## src/rtl/seg_pkg.sv

```systemverilog
// Shared 7-segment definitions: cathode patterns (active-low {g,f,e,d,c,b,a}),
// nibble codes for blank/illegal digits, and the capture FSM state type.
package seg_pkg;

  localparam logic [6:0] SEG_0     = 7'b1000000;
  localparam logic [6:0] SEG_1     = 7'b1111001;
  localparam logic [6:0] SEG_2     = 7'b0100100;
  localparam logic [6:0] SEG_3     = 7'b0110000;
  localparam logic [6:0] SEG_4     = 7'b0011001;
  localparam logic [6:0] SEG_5     = 7'b0010010;
  localparam logic [6:0] SEG_6     = 7'b0000010;
  localparam logic [6:0] SEG_7     = 7'b1111000;
  localparam logic [6:0] SEG_8     = 7'b0000000;
  localparam logic [6:0] SEG_9     = 7'b0010000;
  localparam logic [6:0] SEG_BLANK = 7'b1111111;

  localparam logic [3:0] DIG_BLANK = 4'hF;
  localparam logic [3:0] DIG_ERR   = 4'hE;

  typedef enum logic {
    WAIT = 1'b0,
    HOLD = 1'b1
  } state_t;

endpackage

```

## src/rtl/seg_decode.sv

```systemverilog
// Cathode-to-nibble decoder: exact inverse of the digit encoder table.
// Unknown patterns map to DIG_ERR and raise illegal.
module seg_decode
  import seg_pkg::*;
(
  input  logic [6:0] cathode,
  output logic [3:0] nibble,
  output logic       illegal
);

  // Table lookup; anything not produced by the encoder is flagged
  always_comb begin
    nibble  = DIG_ERR;
    illegal = 1'b0;
    case (cathode)
      SEG_0:     nibble = 4'd0;
      SEG_1:     nibble = 4'd1;
      SEG_2:     nibble = 4'd2;
      SEG_3:     nibble = 4'd3;
      SEG_4:     nibble = 4'd4;
      SEG_5:     nibble = 4'd5;
      SEG_6:     nibble = 4'd6;
      SEG_7:     nibble = 4'd7;
      SEG_8:     nibble = 4'd8;
      SEG_9:     nibble = 4'd9;
      SEG_BLANK: nibble = DIG_BLANK;
      default: begin
        nibble  = DIG_ERR;
        illegal = 1'b1;
      end
    endcase
  end

endmodule

```

## src/rtl/seg_capture.sv

```systemverilog
// Receive-side monitor for the multiplexed 4-digit 7-segment bus. Waits for
// {an, cathode} to be stable for STABLE_CYCLES samples, captures the selected
// digit once per stable window and reports each complete 4-digit frame.
module seg_capture
  import seg_pkg::*;
#(
  parameter int unsigned STABLE_CYCLES = 4
)
(
  input  logic        clk,
  input  logic        rst_n,
  input  logic [3:0]  an,
  input  logic [6:0]  cathode,
  output logic [15:0] digits,
  output logic        frame_valid,
  output logic [3:0]  digit_seen,
  output logic        err_pattern,
  output logic        err_anode
);

  localparam logic [7:0]  CNT_MAX  = 8'(STABLE_CYCLES);
  localparam logic [7:0]  CNT_FIRE = 8'(STABLE_CYCLES - 1);
  localparam logic [10:0] SMP_IDLE = {4'hF, SEG_BLANK};

  logic [10:0] smp;
  logic [10:0] prev;
  logic [7:0]  cnt;
  logic [7:0]  cnt_nxt;
  state_t      state;
  logic [3:0]  slot [4];
  logic [3:0]  nibble;
  logic        illegal;
  logic [2:0]  low_cnt;
  logic [1:0]  low_idx;
  logic [3:0]  seen_nxt;
  logic [15:0] frame_nxt;

  seg_decode u_decode (
    .cathode (smp[6:0]),
    .nibble  (nibble),
    .illegal (illegal)
  );

  // Count low anodes in the registered sample and remember which one is low
  always_comb begin
    low_cnt = '0;
    low_idx = '0;
    for (int unsigned i = 0; i < 4; i++) begin
      if (!smp[7 + i]) begin
        low_cnt = low_cnt + 3'd1;
        low_idx = 2'(i);
      end
    end
  end

  // Saturating stability count and the slot/frame values a capture would produce
  always_comb begin
    cnt_nxt   = (cnt == CNT_MAX) ? cnt : cnt + 8'd1;
    seen_nxt  = digit_seen | (4'b0001 << low_idx);
    frame_nxt = '0;
    for (int unsigned i = 0; i < 4; i++) begin
      frame_nxt[4*i +: 4] = (2'(i) == low_idx) ? nibble : slot[i];
    end
  end

  // Input sampling, stability tracking, WAIT/HOLD FSM, capture and frame assembly
  always_ff @(posedge clk) begin
    if (!rst_n) begin
      smp         <= SMP_IDLE;
      prev        <= SMP_IDLE;
      cnt         <= '0;
      state       <= WAIT;
      digits      <= '0;
      frame_valid <= 1'b0;
      digit_seen  <= '0;
      err_pattern <= 1'b0;
      err_anode   <= 1'b0;
      for (int unsigned i = 0; i < 4; i++) begin
        slot[i] <= '0;
      end
    end else begin
      smp         <= {an, cathode};
      prev        <= smp;
      frame_valid <= 1'b0;
      err_pattern <= 1'b0;
      err_anode   <= 1'b0;
      if (smp != prev) begin
        cnt   <= '0;
        state <= WAIT;
      end else begin
        cnt <= cnt_nxt;
        // cnt_nxt hits CNT_FIRE exactly once per window, so HOLD only guards re-entry
        if ((state == WAIT) && (cnt_nxt == CNT_FIRE)) begin
          state <= HOLD;
          if (low_cnt == 3'd1) begin
            slot[low_idx] <= nibble;
            err_pattern   <= illegal;
            if (seen_nxt == 4'hF) begin
              digits      <= frame_nxt;
              frame_valid <= 1'b1;
              digit_seen  <= '0;
            end else begin
              digit_seen  <= seen_nxt;
            end
          end else if (low_cnt > 3'd1) begin
            err_anode <= 1'b1;
          end
        end
      end
    end
  end

endmodule

```

## config.mk

```make
export PLATFORM = sky130hd
export DESIGN_NAME = seg_capture
export DESIGN_NICKNAME = d
export VERILOG_FILES = /design/src/rtl/seg_pkg.sv /design/src/rtl/seg_decode.sv /design/src/rtl/seg_capture.sv
export SDC_FILE = /design/constraint.sdc
export NUM_CORES = 1
export LEC_CHECK = 0
export BUFFER_PORTS_ARGS = -buffer_cell sky130_fd_sc_hd__clkbuf_2
export CAP_MARGIN = 20
export CORE_MARGIN = 5
export CORE_UTILIZATION = 31
export CTS_BUF_LIST = sky130_fd_sc_hd__clkbuf_8
export CTS_CLUSTER_DIAMETER = 50
export DETAILED_ROUTE_END_ITERATION = 10
export SETUP_SLACK_MARGIN = 0.05
export SLEW_MARGIN = 40
export SYNTH_ARGS = -nofsm -noshare
export SYNTH_HDL_FRONTEND = slang
export SYNTH_SLANG_ARGS = --single-unit
```

## constraint.sdc

```tcl
create_clock -name clk -period 8.4 [get_ports clk]
set_clock_uncertainty 0.15 [all_clocks]
set_input_delay 0.42 -clock clk [delete_from_list [all_inputs] [get_ports clk]]
set_output_delay 0.42 -clock clk [all_outputs]
set_load 0.01 [all_outputs]
```

==> flow_metrics.tcl, run 1 <==
set metrics [dict create \
    diodes 0 \
    route.detailed.drc 0 \
    path_buf_inv 2 \
    syn_area_per_cell_um2 9.570 \
    min_path_type "in -> reg" \
    clockBufferDepth 2 \
    synthesis.nets 358 \
    grt_max_degree 36 \
    ys_types 55 \
    relSlewSlack 0.4742 \
    fp.coreArea_um2 10280 \
    cts_sinks 70 \
    cpPeakStageDelay_ns 0.44 \
    ys_warn_count 0 \
    grt_pass1_wl_um 11890 \
    cp_slowest_cell "o41ai_4" \
    gr-usage-all-layers 0.1168 \
    syn-cell-area_um2 3244 \
    crit_chain "inv_1, ha_1, xnor2_1, ha_1, o41ai_4, o2111ai_1, or2_2, inv_1, a21oi_1, a21oi_1" \
    dp_hpwl_um 5073 \
    die_width_um 112.3 \
    ys_async_sr_fraction 0 \
    max_freq_mhz 284.2 \
    tightestPinTransition_ns 0.7872 \
    numCtsBuffers 9 \
    ios 36 \
    clk-insertion-delay-late_ns 0.35 \
    p_total_uw 650.1 \
    antenna_found_initial 0 \
    fill_cells 1069 \
    critPathKind "reg -> reg" \
    drt_wl_total_um 7036 \
    drv_slew 0 \
    crit_fanout 11 \
    tritoncts "done" \
    die_height_um 112.3 \
    synth_top_area_share 0.3332 \
    cts-root-buf "clkbuf_8" \
    synth_seq_cells 70 \
    nets 385 \
    wl_per_cell_um 13.88 \
    die_area_um2 12610 \
    ctsHtreeMaxLevel 3 \
    yosys_most_used_dff "dfxtp_1" \
    yosys.area.top_type "dfxtp_1" \
    syn2layout_area_growth_pct 12.88 \
    power.density_nw_per_um2 177.5 \
    rsz0062_at_grt "false" \
    grt_overflow 0 \
    vdd_drop_max_v 0.00008460 \
    first_iter_violations 124 \
    syn_inst 339 \
    tns_ns 0 \
    synth_area_leaders "dfxtp_1 33%, edfxtp_1 15%, xnor2_1 4.9%, nor2_1 4.3%, nand2b_1 4.0%" \
    post-route-period-util 0.4189 \
    outcome "complete, no violations" \
    p_leak_uw 0.001480 \
    clkTransAtPathRegs_ns 0.08 \
    critPathCaptureType "register" \
    critical_path.top_delay_family "compound AO/OA/AOI/OAI gates" \
    worst_ep_required_time_ns 8.53 \
    critPathArrivalTime_ns 3.65 \
    synth_edf_count 16 \
    routed-via-count 2433 \
    period_needed_ns 3.519 \
    post_cts_buffers 0 \
    num_rows 37 \
    dr.pass1.iters 4 \
    port-buffer-count 35 \
    grt_pass1_vias 2386 \
    start_util 0.3157 \
    start_kind "register" \
    place_congestion 0.8087 \
    cts_resized 0 \
    viasPerCell 4.799 \
    holdBufCountCts 0 \
    finalSetupViolCount 0 \
    drive_gt1_frac 0.1806 \
    drv_cap 0 \
    finalHoldViolations 0 \
    yosysSeqAreaShare 0.4813 \
    final_antenna_net_count 0 \
]
[cell type report]
class,instances,area (µm²),share of cell area
Sequential cell,70,1562,0.4264
Multi-Input combinational cell,240,1541,0.4209
Timing Repair Buffer,35,175.2,0.04783
Tap cell,136,170.2,0.04646
Clock buffer,10,137.6,0.03758
Clock inverter,6,38.79,0.01059
Inverter,10,37.54,0.01025
[path summary, 6_finish.rpt]
path	start	endpoint	slack [ns]	depth (start not counted)
setup reg to reg	smp[8]	digits[0]	4.88	10
hold reg to reg	digits[14]	digits[14]	0.30	2
hold / removal	cathode[3]	smp[3]	0.1	2
setup / recovery	smp[8]	digits[0]	4.88	10
[Yosys cell counts, types with 7 or more instances]
cell      count
xnor2_1      18
nor2_1       37
nand2_1      27
nand3_1      11
a22o_1        7
edfxtp_1     16
inv_1        10
nand2b_1     21
clkbuf_1     12
dfxtp_1      54
nor3_1       10
o21ai_0      16
a21oi_1      12
[power by group]
group	switching [µW]	total, µW	internal, µW	leakage, µW
sequential	8.75	360	351	0.000602
clock	130	244	114	0.0000934
combinational	27.3	46.5	19.2	0.000785
[registers in the layout, summed over array words and instances (netlist names)]
signal	count
cnt	8
digit_seen	4
digits	16
err_anode	1
err_pattern	1
frame_valid	1
prev	11
slot	16
smp	11
state	1
[logic make-up (layout without fill, tap and decap cells)]
kind of cell               Yosys count  after routing  synth area share
buffers and inverters               29             61           0.04474
xor gates and xnor gates            23             23           0.06209
and+or+nand+nor                    138            138            0.2187
AOI/OAI and AO/OA                   69             69            0.1577
DFF                                 70             70            0.4813
muxes                                4              4           0.01234
adders and majority gates            6              6           0.02314
[cells in the final DEF, fill, tap and decap left out, types with 3 or more instances in the layout]
cell type and count:
o21ai_0 16, nand4_1 6, nand3_1 11, inv_1 11
xnor2_1 18, nand2b_1 21, clkbuf_8 10, and2_1 3
a22o_2 4, mux2i_1 4, clkbuf_2 35, and3_1 5
edfxtp_1 16, dfxtp_1 54, nor2_1 37, o21a_1 6
a21oi_1 11, xor2_1 5, ha_1 6, nand2_1 27
a211o_1 3, nor3_1 10, a22o_1 7
[routing by layer]
| metal | routed length, µm | up-vias | track usage |
|---|---|---|---|
| li1 | - | 1231 | - |
| met2 | 3238 | 68 | 0.1820 |
| met1 | 3284 | 1127 | 0.1511 |
| met4 | 97 | 0 | 0.05769 |
| met3 | 415 | 7 | 0.02857 |
| met5 | 0 | - | 0 |
[per-stage QoR]
stage | util | worst slack, ns | hold slack [ns] | instances | area [µm²]
2_1_floorplan | - | 5.203 | 0.2780 | 339 | 3244
3_3_place_gp | 0.3388 | 5.027 | 0.2976 | 491 | 3482
3_5_place_dp | 0.3388 | 4.919 | 0.3024 | 491 | 3482
4_1_cts | 0.3560 | 4.894 | 0.08255 | 507 | 3659
5_1_grt | 0.3563 | 4.582 | 0.09123 | 507 | 3662
6_report | 0.3563 | 4.881 | 0.09667 | 507 | 3662
Power figures use the tool's default switching activity.
==> run 2: changes to the inputs <==
==> constraint.sdc (replaced) <==
create_clock -name clk -period 3.7 [get_ports clk]
set_clock_uncertainty 0.15 [all_clocks]
set_input_delay 0.185 -clock clk [delete_from_list [all_inputs] [get_ports clk]]
set_output_delay 0.185 -clock clk [all_outputs]
set_load 0.01 [all_outputs]
==> flow_metrics.tcl, run 2 (synthesis gave the netlist of run 1 again) <==
set metrics [dict create \
    drv_slew 0 \
    fp.coreArea_um2 10280 \
    first_iter_violations 100 \
    r2r-end "digits[11]" \
    critPathArrivalTime_ns 3.57 \
    cts-root-buf "clkbuf_8" \
    num_rows 37 \
    drv_cap 0 \
    dr.pass1.iters 4 \
    layout_commonest_cell "dfxtp_1" \
    worst_ep_required_time_ns 3.80 \
    start_kind "register" \
    routed-via-count 2469 \
    register_area_um2 1562 \
    dpl_worst_slack_ns 0.2427 \
    max_freq_mhz 288.4 \
    design_area_um2 3837 \
    nets 404 \
    place_area_um2 3542 \
    fill_cells 1043 \
    numCtsBuffers 9 \
    grt_pass1_vias 2404 \
    cts_sinks 70 \
    relSlewSlack 0.5591 \
    die_area_um2 12610 \
    critPathKind "reg -> reg" \
    outcome "complete, no violations" \
    crit_chain "inv_1, ha_1, xnor2_1, ha_1, o41ai_4, nand3_2, or3b_1, and2_4, a22o_2" \
    startpoint "smp[8]" \
    tightestPinTransition_ns 0.6604 \
    cp_slowest_cell "or3b_1" \
    multi_input_area_um2 1538 \
    period_needed_ns 3.467 \
    drive_gt1_frac 0.1923 \
    finalHoldViolations 0 \
    power.density_nw_per_um2 396.2 \
    die_width_um 112.3 \
    syn2layout_area_growth_pct 18.28 \
    route.detailed.drc 0 \
    place_congestion 0.8026 \
    ios 36 \
    setup_ws_ns 0.2326 \
    antenna_found_initial 0 \
    wl_per_cell_um 13.30 \
    p_leak_uw 0.001560 \
    hp-start "rst_n" \
    grt_max_degree 35 \
    reg2reg_depth 9 \
    final_antenna_net_count 0 \
    rsz0062_at_grt "false" \
    rr_startpoint "smp[8]" \
    critPathCaptureType "register" \
    cpPeakStageDelay_ns 0.54 \
    fin_cells 526 \
    port-buffer-count 35 \
    ctsHtreeMaxLevel 3 \
    clockBufferDepth 2 \
    finalSetupViolCount 0 \
    grt_overflow 0 \
    gr-usage-all-layers 0.1199 \
    viasPerCell 4.694 \
    tns_ns 0 \
    drt_wl_total_um 6996 \
    start_util 0.3157 \
    place_inst 499 \
    clkTransAtPathRegs_ns 0.08 \
    critPathMostFrequentCell "ha_1" \
    final_cell_mix "54 x dfxtp_1, 37 x nor2_1, 35 x clkbuf_2, 27 x nand2_1, 21 x nand2b_1" \
    diodes 0 \
    crit_fanout 13 \
    reg.largest.list "digits (16), slot (16)" \
    tritoncts "done" \
    ff2ff_setup_slack_ns 0.23 \
    finish.utilization 0.3734 \
    post-route-period-util 0.9371 \
    die_height_um 112.3 \
    min_path_type "in -> reg" \
    grt_pass1_wl_um 12120 \
    endpoint "digits[11]" \
    vdd_drop_max_v 0.0001809 \
    clk-insertion-delay-late_ns 0.35 \
    dp_hpwl_um 5058 \
]
run 2: cell types whose count changed in the layout (fill, tap and decap cells not counted), sizes merged:
cell | before | now
buf | 0 | 8
clkbuf | 45 | 44
clkinv | 4 | 0
clkinvlp | 1 | 2
dlygate4sd3 | 0 | 11
inv | 11 | 15
run 2: layout make-up:
class | count | area share
Clock inverter | 7 | 0.01598
Multi-Input combinational cell | 240 | 0.4007
Clock buffer | 9 | 0.03228
Tap cell | 136 | 0.04434
Sequential cell | 70 | 0.4069
Inverter | 10 | 0.009782
Timing Repair Buffer | 54 | 0.08999
run 2: metal layers:
metal | vias up | part of all wire | wire length, µm | track usage
met4 | 0 | 0.012 | 84 | 0.05048
met1 | 1135 | 0.49 | 3417 | 0.1559
met5 | - | 0 | 0 | 0
li1 | 1275 | - | - | -
met2 | 53 | 0.45 | 3144 | 0.1851
met3 | 6 | 0.050 | 350 | 0.03612
run 2: where the power goes:
group / switching (µW) / internal, µW / leakage [µW]
clock: 329 / 257 / 0.0000892
sequential: 20.6 / 797 / 0.000602
combinational: 62.5 / 54.2 / 0.000869
run 2: critical path: cells and delay by family, from the launching register on:
| family | cells | cell delay, ns |
|---|---|---|
| AOI/OAI and AO/OA | 2 | 0.69 |
| xor gates and xnor gates | 1 | 0.37 |
| adders and majority gates | 2 | 0.68 |
| buffers and inverters | 1 | 0.11 |
| DFF | 1 | 0.44 |
| and+or+nand+nor | 3 | 0.93 |
run 2: timing repair:
item                                    CTS  global route
gates resized for setup                   0             1
hold buffers                             11             0
setup buffers                             0             0
endpoints found under the setup margin    0             2
endpoints found under the hold margin    11             0
run 2: per-stage QoR:
step,total power (µW),hold WS [ns]
5_1_grt,1604,0.1528
6_report,1520,0.1505
3_3_place_gp,941.8,0.2173
3_5_place_dp,944.1,0.2193
2_1_floorplan,913.0,0.1080
4_1_cts,1547,0.1376
run 2: how the worst min path moves through the flow:
stage | to | slack, ns | cells after the start
3_3_place_gp | smp[3] | 0.22 | 2
4_1_cts | smp[3] | 0.14 | 3
3_5_place_dp | smp[3] | 0.22 | 2
6_report | smp[3] | 0.15 | 3
5_1_grt | smp[1] | 0.15 | 3
2_1_floorplan | smp[4] | 0.11 | 1
==> run 3: changes to the inputs <==
--- a/config.mk
+++ b/config.mk
@@ -7,13 +7,13 @@
 export LEC_CHECK = 0
 export BUFFER_PORTS_ARGS = -buffer_cell sky130_fd_sc_hd__clkbuf_2
 export CAP_MARGIN = 20
+export CORE_ASPECT_RATIO = 0.9
 export CORE_MARGIN = 5
 export CORE_UTILIZATION = 31
 export CTS_BUF_LIST = sky130_fd_sc_hd__clkbuf_8
 export CTS_CLUSTER_DIAMETER = 50
 export DETAILED_ROUTE_END_ITERATION = 10
 export SETUP_SLACK_MARGIN = 0.05
-export SLEW_MARGIN = 40
 export SYNTH_ARGS = -nofsm -noshare
 export SYNTH_HDL_FRONTEND = slang
 export SYNTH_SLANG_ARGS = --single-unit
==> flow_metrics.tcl, run 3 (synthesis gave the netlist of run 1 again) <==
set metrics [dict create \
    dr.pass1.iters 4 \
    relSlewSlack 0.5623 \
    routed-via-count 2529 \
    fp.coreArea_um2 10250 \
    syn2layout_area_growth_pct 18.82 \
    startpoint "smp[8]" \
    port-buffer-count 35 \
    rsz0062_at_grt "false" \
    p_switching_uw 362.5 \
    post-route-period-util 0.9065 \
    cpPeakStageDelay_ns 0.54 \
    tns_ns 0 \
    p_leak_uw 0.001587 \
    final_cell_mix "54 x dfxtp_1, 37 x nor2_1, 35 x clkbuf_2, 27 x nand2_1, 21 x nand2b_1" \
    drv_slew 0 \
    p_seq_frac 0.536 \
    start_util 0.3166 \
    critPathMostFrequentCell "ha_1" \
    power.density_nw_per_um2 394.1 \
    tightestPinTransition_ns 0.6497 \
    period_needed_ns 3.354 \
    final_antenna_net_count 0 \
    ff2ff_setup_slack_ns 0.35 \
    tritoncts "done" \
    cts_sinks 70 \
    drive_gt1_frac 0.1939 \
    grt_overflow 0 \
    num_rows 35 \
    vdd_drop_max_v 0.0003212 \
    critPathCaptureType "register" \
    grt_pass1_wl_um 11940 \
    crit_fanout 13 \
    path_buf_inv 1 \
    crit_chain "inv_1, ha_1, xnor2_2, ha_1, o41ai_4, nand3_2, or3b_1, and2_4, a22o_2" \
    ios 36 \
    first_iter_violations 117 \
    rr_startpoint "smp[8]" \
    clkTransAtPathRegs_ns 0.07 \
    die_area_um2 12610 \
    grt_max_degree 35 \
    max_freq_mhz 298.2 \
    layout_commonest_cell "dfxtp_1" \
    fin_cells 521 \
    grt_pass1_vias 2492 \
    dp_hpwl_um 5263 \
    place_congestion 0.8102 \
    min_path_type "in -> reg" \
    drt_wl_total_um 7203 \
    p_int_uw 1157 \
    reg.largest.list "digits (16), slot (16)" \
    clockBufferDepth 2 \
    cts-root-buf "clkbuf_8" \
    diodes 0 \
    p_clk_frac 0.381 \
    hp-start "rst_n" \
    antenna_found_initial 0 \
    wl_per_cell_um 13.83 \
    critical_path.top_delay_family "simple AND/OR/NAND/NOR gates" \
    comb_power_share 0.083 \
    worst_ep_required_time_ns 3.80 \
    die_height_um 107.1 \
    route.detailed.drc 0 \
    place_inst 494 \
    viasPerCell 4.854 \
    finalSetupViolCount 0 \
    die_width_um 117.8 \
    ctsHtreeMaxLevel 3 \
    cp_slowest_cell "or3b_1" \
    numCtsBuffers 9 \
    critPathArrivalTime_ns 3.45 \
    outcome "complete, no violations" \
    critPathKind "reg -> reg" \
    start_kind "register" \
    gr-usage-all-layers 0.1197 \
    clk-insertion-delay-late_ns 0.36 \
    nets 406 \
    switching_share 0.2386 \
    drv_cap 0 \
    finalHoldViolations 0 \
]
## run 3: changes by cell type in the layout (fill, tap and decap cells not counted), moves of 2 or more
cell,change
buf_4,+2
clkinv_2,+2
inv_1,+2
inv_6,-4
## run 3: final timing paths
check          endpoint  cells past startpoint
max           digits[7]                      9
min             prev[1]                      3
max reg2reg   digits[7]                      9
min reg2reg  digits[14]                      2
## run 3: layout make-up
cell class              count  area, µm²
clock buffers               9      123.9
clock inverters             7      58.81
fillers                  1045       6392
inverters                  10      37.54
multi-input cells         240       1551
flip-flops and latches     70       1562
well taps                 129      161.4
repair buffers             56      360.3
## run 3: power groups by stage
stage	Clock, µW	Sequential, µW	Combinational (µW)
after floorplan	0	823	90.3
after global placement	0	831	113
after detailed placement	0	832	115
after CTS	598	814	124
after global routing	631	817	141
final	579	814	126
## run 3: per-layer routing
| metal | wire [µm] | track usage | share of wire | vias to the layer above |
|---|---|---|---|---|
| li1 | - | - | - | 1273 |
| met4 | 91 | 0.03440 | 0.013 | 0 |
| met1 | 3421 | 0.1516 | 0.47 | 1186 |
| met2 | 3254 | 0.1918 | 0.45 | 62 |
| met5 | 0 | 0 | 0 | - |
| met3 | 435 | 0.04378 | 0.060 | 8 |
## run 3: worst register-to-register path, stage by stage, from the launching register on
cell,delay (ns)
dfxtp_1,0.41
inv_1,0.11
ha_1,0.35
xnor2_2,0.27
ha_1,0.32
o41ai_4,0.46
nand3_2,0.11
or3b_1,0.54
and2_4,0.28
a22o_2,0.27
## run 3: what timing repair did
| action | 4_1_cts | 5_1_grt |
|---|---|---|
| setup endpoints to repair | 0 | 10 |
| hold buffers | 11 | 0 |
| gates resized for setup | 0 | 2 |
| buffers inserted | 0 | 0 |
| endpoints found under the hold margin | 11 | 0 |
## run 3: metrics by stage
| stage | utilization | hold WS (ns) | instance area, µm² | total power (µW) | setup slack [ns] |
|---|---|---|---|---|---|
| final | 0.3762 | 0.1512 | 3855 | 1519 | 0.3460 |
| after global routing | 0.3762 | 0.1648 | 3855 | 1589 | 0.1438 |
| after CTS | 0.3748 | 0.1406 | 3841 | 1537 | 0.2475 |
| after detailed placement | 0.3463 | 0.2187 | 3548 | 946.8 | 0.2635 |
| after global placement | 0.3463 | 0.2150 | 3548 | 944.6 | 0.3663 |
| after floorplan | - | 0.1080 | 3244 | 913.0 | 0.5031 |
